**src/rtl/hazard_ctrl.sv**
```systemverilog
// hazard_ctrl
//   Pipeline hazard controller. It stalls PC and IF/ID and inserts a bubble into
//   ID/EX on a load-use hazard. On a taken branch it flushes IF/ID and ID/EX for
//   FLUSH_CYCLES consecutive cycles, starting in the branch cycle itself.
//
//   state | meaning
//   ------+---------------------------------------------------------------
//   RUN   | normal issue; load-use stalls are honoured
//   FLUSH | trailing flush cycles after a taken branch; load-use ignored
//
// Parameters
//   FLUSH_CYCLES  flush length per taken branch (legal range 1..3)
// Ports
//   clk, rst_n                 clock, asynchronous active-low reset
//   id_valid, id_rs1, id_rs2   instruction currently in ID
//   ex_rd, ex_memread          destination and MemRead held in ID/EX
//   branch_taken               a branch resolved taken this cycle
//   pc_write, if_id_write      enables for the PC and the IF/ID register
//   if_id_flush, id_ex_flush   flush commands for IF/ID and ID/EX
//   stall_cnt, flush_cnt       saturating event counters, present only when
//                              the macro HAZARD_STATS_EN is defined
module hazard_ctrl #(
    parameter int unsigned FLUSH_CYCLES = 2
) (
    input  logic        clk,
    input  logic        rst_n,
    input  logic        id_valid,
    input  logic [4:0]  id_rs1,
    input  logic [4:0]  id_rs2,
    input  logic [4:0]  ex_rd,
    input  logic        ex_memread,
    input  logic        branch_taken,
    output logic        pc_write,
    output logic        if_id_write,
    output logic        if_id_flush,
    output logic        id_ex_flush
`ifdef HAZARD_STATS_EN
    ,
    output logic [15:0] stall_cnt,
    output logic [15:0] flush_cnt
`endif
);

    typedef enum logic {
        RUN   = 1'b0,
        FLUSH = 1'b1
    } state_t;

    localparam logic [1:0] RELOAD = 2'(FLUSH_CYCLES - 1);

    state_t     state;
    state_t     state_nxt;
    logic [1:0] flush_left;
    logic [1:0] flush_left_nxt;
    logic       luh;
    logic       stall;

    assign luh = ex_memread && (ex_rd != 5'd0) && id_valid &&
                 ((ex_rd == id_rs1) || (ex_rd == id_rs2));

    // Stall only in RUN without a branch; a branch or a flush cycle wins.
    assign stall = rst_n && !branch_taken && (state == RUN) && luh;

    always_ff @(posedge clk or negedge rst_n) begin
        if (!rst_n) begin
            state      <= RUN;
            flush_left <= 2'd0;
        end else begin
            state      <= state_nxt;
            flush_left <= flush_left_nxt;
        end
    end

    always_comb begin
        state_nxt      = state;
        flush_left_nxt = flush_left;
        if (branch_taken) begin
            // The branch cycle itself is the first flush cycle, so only
            // FLUSH_CYCLES-1 more remain; a branch during FLUSH reloads.
            if (FLUSH_CYCLES > 1) begin
                state_nxt      = FLUSH;
                flush_left_nxt = RELOAD;
            end else begin
                state_nxt      = RUN;
                flush_left_nxt = 2'd0;
            end
        end else if (state == FLUSH) begin
            if (flush_left <= 2'd1) begin
                state_nxt      = RUN;
                flush_left_nxt = 2'd0;
            end else begin
                flush_left_nxt = flush_left - 2'd1;
            end
        end
    end

    always_comb begin
        pc_write    = 1'b1;
        if_id_write = 1'b1;
        if_id_flush = 1'b0;
        id_ex_flush = 1'b0;
        if (!rst_n) begin
            pc_write    = 1'b0;
            if_id_write = 1'b0;
            if_id_flush = 1'b1;
            id_ex_flush = 1'b1;
        end else if (branch_taken || (state == FLUSH)) begin
            if_id_flush = 1'b1;
            id_ex_flush = 1'b1;
        end else if (stall) begin
            pc_write    = 1'b0;
            if_id_write = 1'b0;
            id_ex_flush = 1'b1;
        end
    end

`ifdef HAZARD_STATS_EN
    always_ff @(posedge clk or negedge rst_n) begin
        if (!rst_n) begin
            stall_cnt <= 16'd0;
            flush_cnt <= 16'd0;
        end else begin
            if (stall && (stall_cnt != 16'hFFFF))
                stall_cnt <= stall_cnt + 16'd1;
            if (branch_taken && (flush_cnt != 16'hFFFF))
                flush_cnt <= flush_cnt + 16'd1;
        end
    end
`endif

endmodule

```
**config.mk**
```make
export PLATFORM = sky130hd
export DESIGN_NAME = hazard_ctrl
export DESIGN_NICKNAME = d
export VERILOG_FILES = /design/src/rtl/hazard_ctrl.sv
export SDC_FILE = /design/constraint.sdc
export NUM_CORES = 1
export LEC_CHECK = 0
export ABC_AREA = 1
export BUFFER_PORTS_ARGS = -buffer_cell sky130_fd_sc_hd__buf_2
export CAP_MARGIN = 15
export CORE_AREA = 3 3 40 42
export DETAILED_ROUTE_END_ITERATION = 10
export DIE_AREA = 0 0 43 45
export PLACE_DENSITY = 0.66
export SETUP_SLACK_MARGIN = 0.1
export SYNTH_ARGS = -nofsm -noshare
export SYNTH_HDL_FRONTEND = slang
export SYNTH_SLANG_ARGS = --single-unit
```
**constraint.sdc**
```tcl
create_clock -name clk -period 1.31 [get_ports clk]
set_input_delay 0.131 -clock clk [delete_from_list [all_inputs] [get_ports clk]]
set_output_delay 0.131 -clock clk [all_outputs]
set_load 0.03 [all_outputs]
```
==> impl_metrics.env, run 1 <==
export IMPL_outcome="finished clean"
export IMPL_maxSlewHeadroom_pct=90.5
export IMPL_grt_use_total_pct=9.17
export IMPL_syn_area_per_cell_um2=5.04
export IMPL_final_setup_viol_count=0
export IMPL_dp_hpwl_um=737
export IMPL_synthCells=70
export IMPL_final_period_utilization_pct=94.2
export IMPL_die_h_um=45
export IMPL_skew_ps=3.18
export IMPL_worstHoldStart="branch_taken"
export IMPL_fillers=148
export IMPL_rr_startpoint="state"
export IMPL_drc=0
export IMPL_total_power_uw=390
export IMPL_cts_buffer_depth=2
export IMPL_clock_sinks=3
export IMPL_root_buffer="clkbuf_4"
export IMPL_route_antenna_remaining_nets=0
export IMPL_syn_num_nets=90
export IMPL_worstRegToRegCells=5
export IMPL_seq_area_frac_synth_pct=21.3
export IMPL_whs_path_depth=3
export IMPL_drt_pre_antenna_iters=4
export IMPL_h_tree_depth=1
export IMPL_cts_buffers=3
export IMPL_setup_ws_ps=76.3
export IMPL_area_growth_pct=63.1
export IMPL_holdWs_ps=157
export IMPL_leakage_nw=0.377
export IMPL_initial_core_util_pct=27.5
export IMPL_placed_area_um2=487
export IMPL_grt_pass1_wl_mm=1.35
export IMPL_nNetsFinal=121
export IMPL_ioPinCount=24
export IMPL_yosys_top_cells_area="nand2_1 (31%), dfrtp_1 (21%), inv_1 (16%), nor2_1 (11%), nand3_1 (5.7%)"
export IMPL_rsz0062_at_grt="yes"
export IMPL_fin_crit_ps=1230
export IMPL_async_flop_share_pct=100
export IMPL_slew_violations=0
export IMPL_drt_initial_drc_count=3
export IMPL_core_area_um2=1280
export IMPL_rows=13
export IMPL_globalplace_congestion=0.697
export IMPL_ir_drop_mv=0.460
export IMPL_worstReg2RegEnd="flush_left[0]"
export IMPL_cp_end_kind="output pin"
export IMPL_drive_above_1_share_pct=38.0
export IMPL_fmax_ghz=0.811
export IMPL_grt_max_degree=5
export IMPL_ys_warnings_count=0
export IMPL_required_ps=1180
export IMPL_synth_most_common_cell="nand2_1"
export IMPL_netlist_top_cells_count="nand2_1 (29), inv_1 (15), nor2_1 (10), nand3_1 (4), dfrtp_1 (3)"
export IMPL_grt_pass1_vias=381
export IMPL_ys_types=12
export IMPL_synth_edff_count=0
export IMPL_routed_wl_um=893
export IMPL_hold_end="state"
export IMPL_synth_area_leader_cell="nand2_1"
export IMPL_die_w_um=43
export IMPL_viasPerCell=3.92
export IMPL_dp_cells=107
export IMPL_hold_viol=0
export IMPL_crit_arrival_ps=1100
export IMPL_netlist_area_leader_share_pct=30.9
export IMPL_vias=451
export IMPL_port_buffers=23
export IMPL_crit_type="reg2out"
export IMPL_place_ws_ps=153
export IMPL_utilization_pct=44.8
export IMPL_startpoint_type="flip-flop"
export IMPL_finalSetupTns_ps=0
export IMPL_reg2reg_slack_ps=370
export IMPL_power_density_nw_per_um2=678
export IMPL_hp_class="in2reg"
export IMPL_synth_area_um2=353
export IMPL_antenna_found_initial=0
export IMPL_synth_main_ff_cell="dfrtp_1"
export IMPL_cts_tree="yes"
export IMPL_dieArea_um2=1940
export IMPL_path_max_fanout=2
export IMPL_worstMarginPinSlew_ps=142
export IMPL_stdcell_count=115
export IMPL_worstSkewPairLatency_ps=230
export IMPL_max_cap_violations=0
export IMPL_insertedDiodeCount=0
export IMPL_stdcell_area_um2=576
export IMPL_gr_total_overflow=0
export IMPL_cts_clk_slew_worst_paths_ps=40
export IMPL_wl_per_cell_um=7.77
export IMPL_ys_seq_elements=3
-- worst max path at each step --
stage,start,endpoint,slack [ps],cells past startpoint
after floorplan,state,pc_write,100,7
after global placement,ex_rd[0],pc_write,170,10
after detailed placement,ex_rd[1],pc_write,150,11
after CTS,state,pc_write,20,7
after global routing,state,if_id_write,-5,7
final,state,if_id_write,80,7
-- cell families after synthesis --
group | count (synthesis) | share of synthesized area (%)
DFF | 3 | 21.3
and+or+nand+nor | 45 | 50.7
AOI/OAI and AO/OA | 2 | 2.83
xor gates and xnor gates | 2 | 4.97
buffers and inverters | 18 | 20.2
-- cell type report --
class / instances / area, um^2 / share of cell area [%]
Clock buffer: 4 / 26.3 / 4.57
Inverter: 17 / 63.8 / 11.1
Multi-Input combinational cell: 49 / 219 / 38.0
Timing Repair Buffer: 27 / 173 / 30.0
Sequential cell: 3 / 75.1 / 13.0
Tap cell: 15 / 18.8 / 3.26
-- routing by layer --
layer / track usage [%] / vias to the layer above / share of wire, % / wire (um)
met4: 3.61 / 0 / 0 / 0
met5: 0 / - / 0 / 0
li1: - / 259 / - / -
met1: 10.9 / 180 / 42 / 374
met3: 2.39 / 0 / 6.2 / 55
met2: 15.9 / 12 / 52 / 464
-- critical path, stage by stage (launching register included) --
cell     delay, ps
dfrtp_1        380
nor2_2          90
nand2_2         70
inv_2           60
nand3_2         60
nand2_2         60
inv_2           40
buf_6          130
-- report_power, final --
| group | internal [mW] | switching [mW] | leakage, nW | total [mW] |
|---|---|---|---|---|
| sequential | 0.0969 | 0.00194 | 0.0364 | 0.0989 |
| combinational | 0.0639 | 0.0720 | 0.325 | 0.136 |
| clock | 0.114 | 0.0417 | 0.0150 | 0.155 |
| total | 0.275 | 0.116 | 0.377 | 0.390 |
-- repair_timing --
action | CTS | global route
hold buffers | 1 | 0
buffers inserted | 2 | 1
hold endpoints to repair | 3 | 0
gates resized for setup | 4 | 8
endpoints found under the setup margin | 3 | 4
pin swaps | 2 | 3
-- sequential cells by signal (all words and copies together) (netlist names) --
| register | cells |
|---|---|
| state | 1 |
| flush_left | 2 |
-- layout by cell type, fill, tap and decap left out, drive strengths merged --
cell type and count:
buf 26, nand2 30, nor2 10, o21ai 1, nand3 4, clkbuf 4, xnor2 2, inv 17
a21oi 1, dfrtp 3, dlygate4sd3 1, nand4 1
Power figures use the tool's default switching activity.
==> run 2: changes to the inputs <==
Settings changed: CORE_AREA 3 3 40 42 to default, CORE_MARGIN from default to 3, CORE_UTILIZATION from default to 25, DIE_AREA 0 0 43 45 to default, PLACE_DENSITY 0.66 to 0.64.
==> impl_metrics.env, run 2 (synthesized netlist as in run 1, its figures left out) <==
export IMPL_outcome="finished clean"
export IMPL_fin_crit_ps=1230
export IMPL_power_frac_clock_pct=41.3
export IMPL_drt_pre_antenna_iters=2
export IMPL_required_ps=1180
export IMPL_ir_drop_mv=0.487
export IMPL_maxSlewHeadroom_pct=89.7
export IMPL_gr_total_overflow=0
export IMPL_root_buffer="clkbuf_4"
export IMPL_vias=469
export IMPL_final_period_utilization_pct=93.6
export IMPL_viasPerCell=4.15
export IMPL_crit_type="reg2out"
export IMPL_fillers=131
export IMPL_cts_clk_slew_worst_paths_ps=40
export IMPL_wl_met2_um=447
export IMPL_stdcell_area_um2=557
export IMPL_startpoint_type="flip-flop"
export IMPL_setup_ws_ps=83.3
export IMPL_die_h_um=43.6
export IMPL_switching_share_pct=30.8
export IMPL_drc=0
export IMPL_path_buf_inv=3
export IMPL_finalSetupTns_ps=0
export IMPL_power_density_nw_per_um2=703
export IMPL_mostFrequentLayoutCell="nand2_1"
export IMPL_largest_reg_flops=2
export IMPL_worstMarginPinSlew_ps=152
export IMPL_path_max_fanout=2
export IMPL_worstSkewPairLatency_ps=230
export IMPL_wl_met3_um=60
export IMPL_reg_top3="flush_left (2), state (1)"
export IMPL_pwr_share_comb_pct=33.4
export IMPL_wl_met1_um=392
export IMPL_critPathMaxStageDelay_ps=380
export IMPL_rsz0062_at_grt="yes"
export IMPL_grt_pass1_vias=422
export IMPL_regArea_um2=75.1
export IMPL_routed_wl_um=901
export IMPL_clock_sinks=3
export IMPL_rows=12
export IMPL_regMostFlops="flush_left"
export IMPL_skew_ps=0.370
export IMPL_wl_per_cell_um=7.97
export IMPL_cp_top_family="flip-flops"
export IMPL_initial_core_util_pct=29.0
export IMPL_grt_max_degree=5
export IMPL_insertedDiodeCount=0
export IMPL_nNetsFinal=120
export IMPL_cts_tree="yes"
export IMPL_dieArea_um2=1900
export IMPL_multiInputGateArea_um2=219
export IMPL_drt_initial_drc_count=16
export IMPL_hold_viol=0
export IMPL_dr_max_layer_used="met3"
export IMPL_final_cell_mix="nand2_1 (27), buf_2 (20), inv_1 (13)"
export IMPL_cp_end_kind="output pin"
export IMPL_hp_class="in2reg"
export IMPL_cts_buffer_depth=2
export IMPL_dp_hpwl_um=735
export IMPL_max_cap_violations=0
export IMPL_seq_power_share_pct=25.3
export IMPL_antenna_found_initial=0
export IMPL_core_area_um2=1220
export IMPL_cts_buffers=3
export IMPL_cp_slowest_cell="dfrtp_1"
export IMPL_grt_pass1_wl_mm=1.46
export IMPL_place_ws_ps=153
export IMPL_leakage_nw=0.367
export IMPL_slew_violations=0
export IMPL_power_switching_uw=121
export IMPL_worstPathCellList="nor2_2 > nand2_2 > inv_2 > nand3_2 > nand2_2 > inv_2 > buf_6"
export IMPL_ioPinCount=24
export IMPL_h_tree_depth=1
export IMPL_crit_arrival_ps=1100
export IMPL_total_power_uw=391
export IMPL_drive_above_1_share_pct=37.4
export IMPL_stdcell_count=113
export IMPL_fmax_ghz=0.815
export IMPL_dp_cells=106
export IMPL_placed_area_um2=485
export IMPL_port_buffers=23
export IMPL_die_w_um=43.6
export IMPL_internal_power_uw=271
export IMPL_route_antenna_remaining_nets=0
export IMPL_grt_use_total_pct=10.3
export IMPL_area_growth_pct=57.8
export IMPL_globalplace_congestion=0.768
export IMPL_final_setup_viol_count=0
[run 2: area by class of cell]
class | instances | share of cell area [%]
inverters | 17 | 11.5
well taps | 14 | 3.15
clock buffers | 4 | 4.72
flip-flops and latches | 3 | 13.5
repair buffers | 26 | 27.9
multi-input cells | 49 | 39.3
[run 2: what timing repair did]
item | CTS | global route
hold buffers | 1 | 0
setup endpoints to repair | 3 | 3
gates cloned | 0 | 0
endpoints found under the hold margin | 3 | 0
resized for setup | 5 | 3
buffers inserted | 1 | 1
pin swaps | 3 | 1
[run 2: stage by stage]
step,utilization [%],hold slack (ps)
after global placement,39.9,-51.5
after CTS,44.8,140
after global routing,45.8,172
final,45.8,157
after detailed placement,39.9,-52.8
after floorplan,-,-165
[run 2: per-layer routing]
layer / up-vias / track usage [%]
li1: 258 / -
met1: 197 / 11.4
met2: 14 / 17.2
met3: 0 / 3.73
met4: 0 / 5.42
met5: - / 0
[run 2: power groups by stage]
stage	Clock, mW	Combinational, mW	Sequential, mW
finish	0.162	0.131	0.0988
global route	0.182	0.148	0.0989
CTS	0.171	0.129	0.0984
detailed placement	0	0.117	0.100
global placement	0	0.115	0.100
floorplan	0	0.0689	0.100
[run 2: final timing paths]
check                                   start  cells after the start            end  slack (ps)
worst max register to register          state                      4  flush_left[0]         500
max in group asynchronous               rst_n                      2          state         870
worst min-delay path             branch_taken                      3          state         160
min in group asynchronous               rst_n                      2  flush_left[0]         290
worst max-delay path                    state                      7    if_id_write          80
worst min register to register  flush_left[0]                      1  flush_left[0]         470
[run 2: tightest hold or removal path, cell delays in order]
cell	delay (ps)
buf_2	110
inv_1	50
nand2_1	60
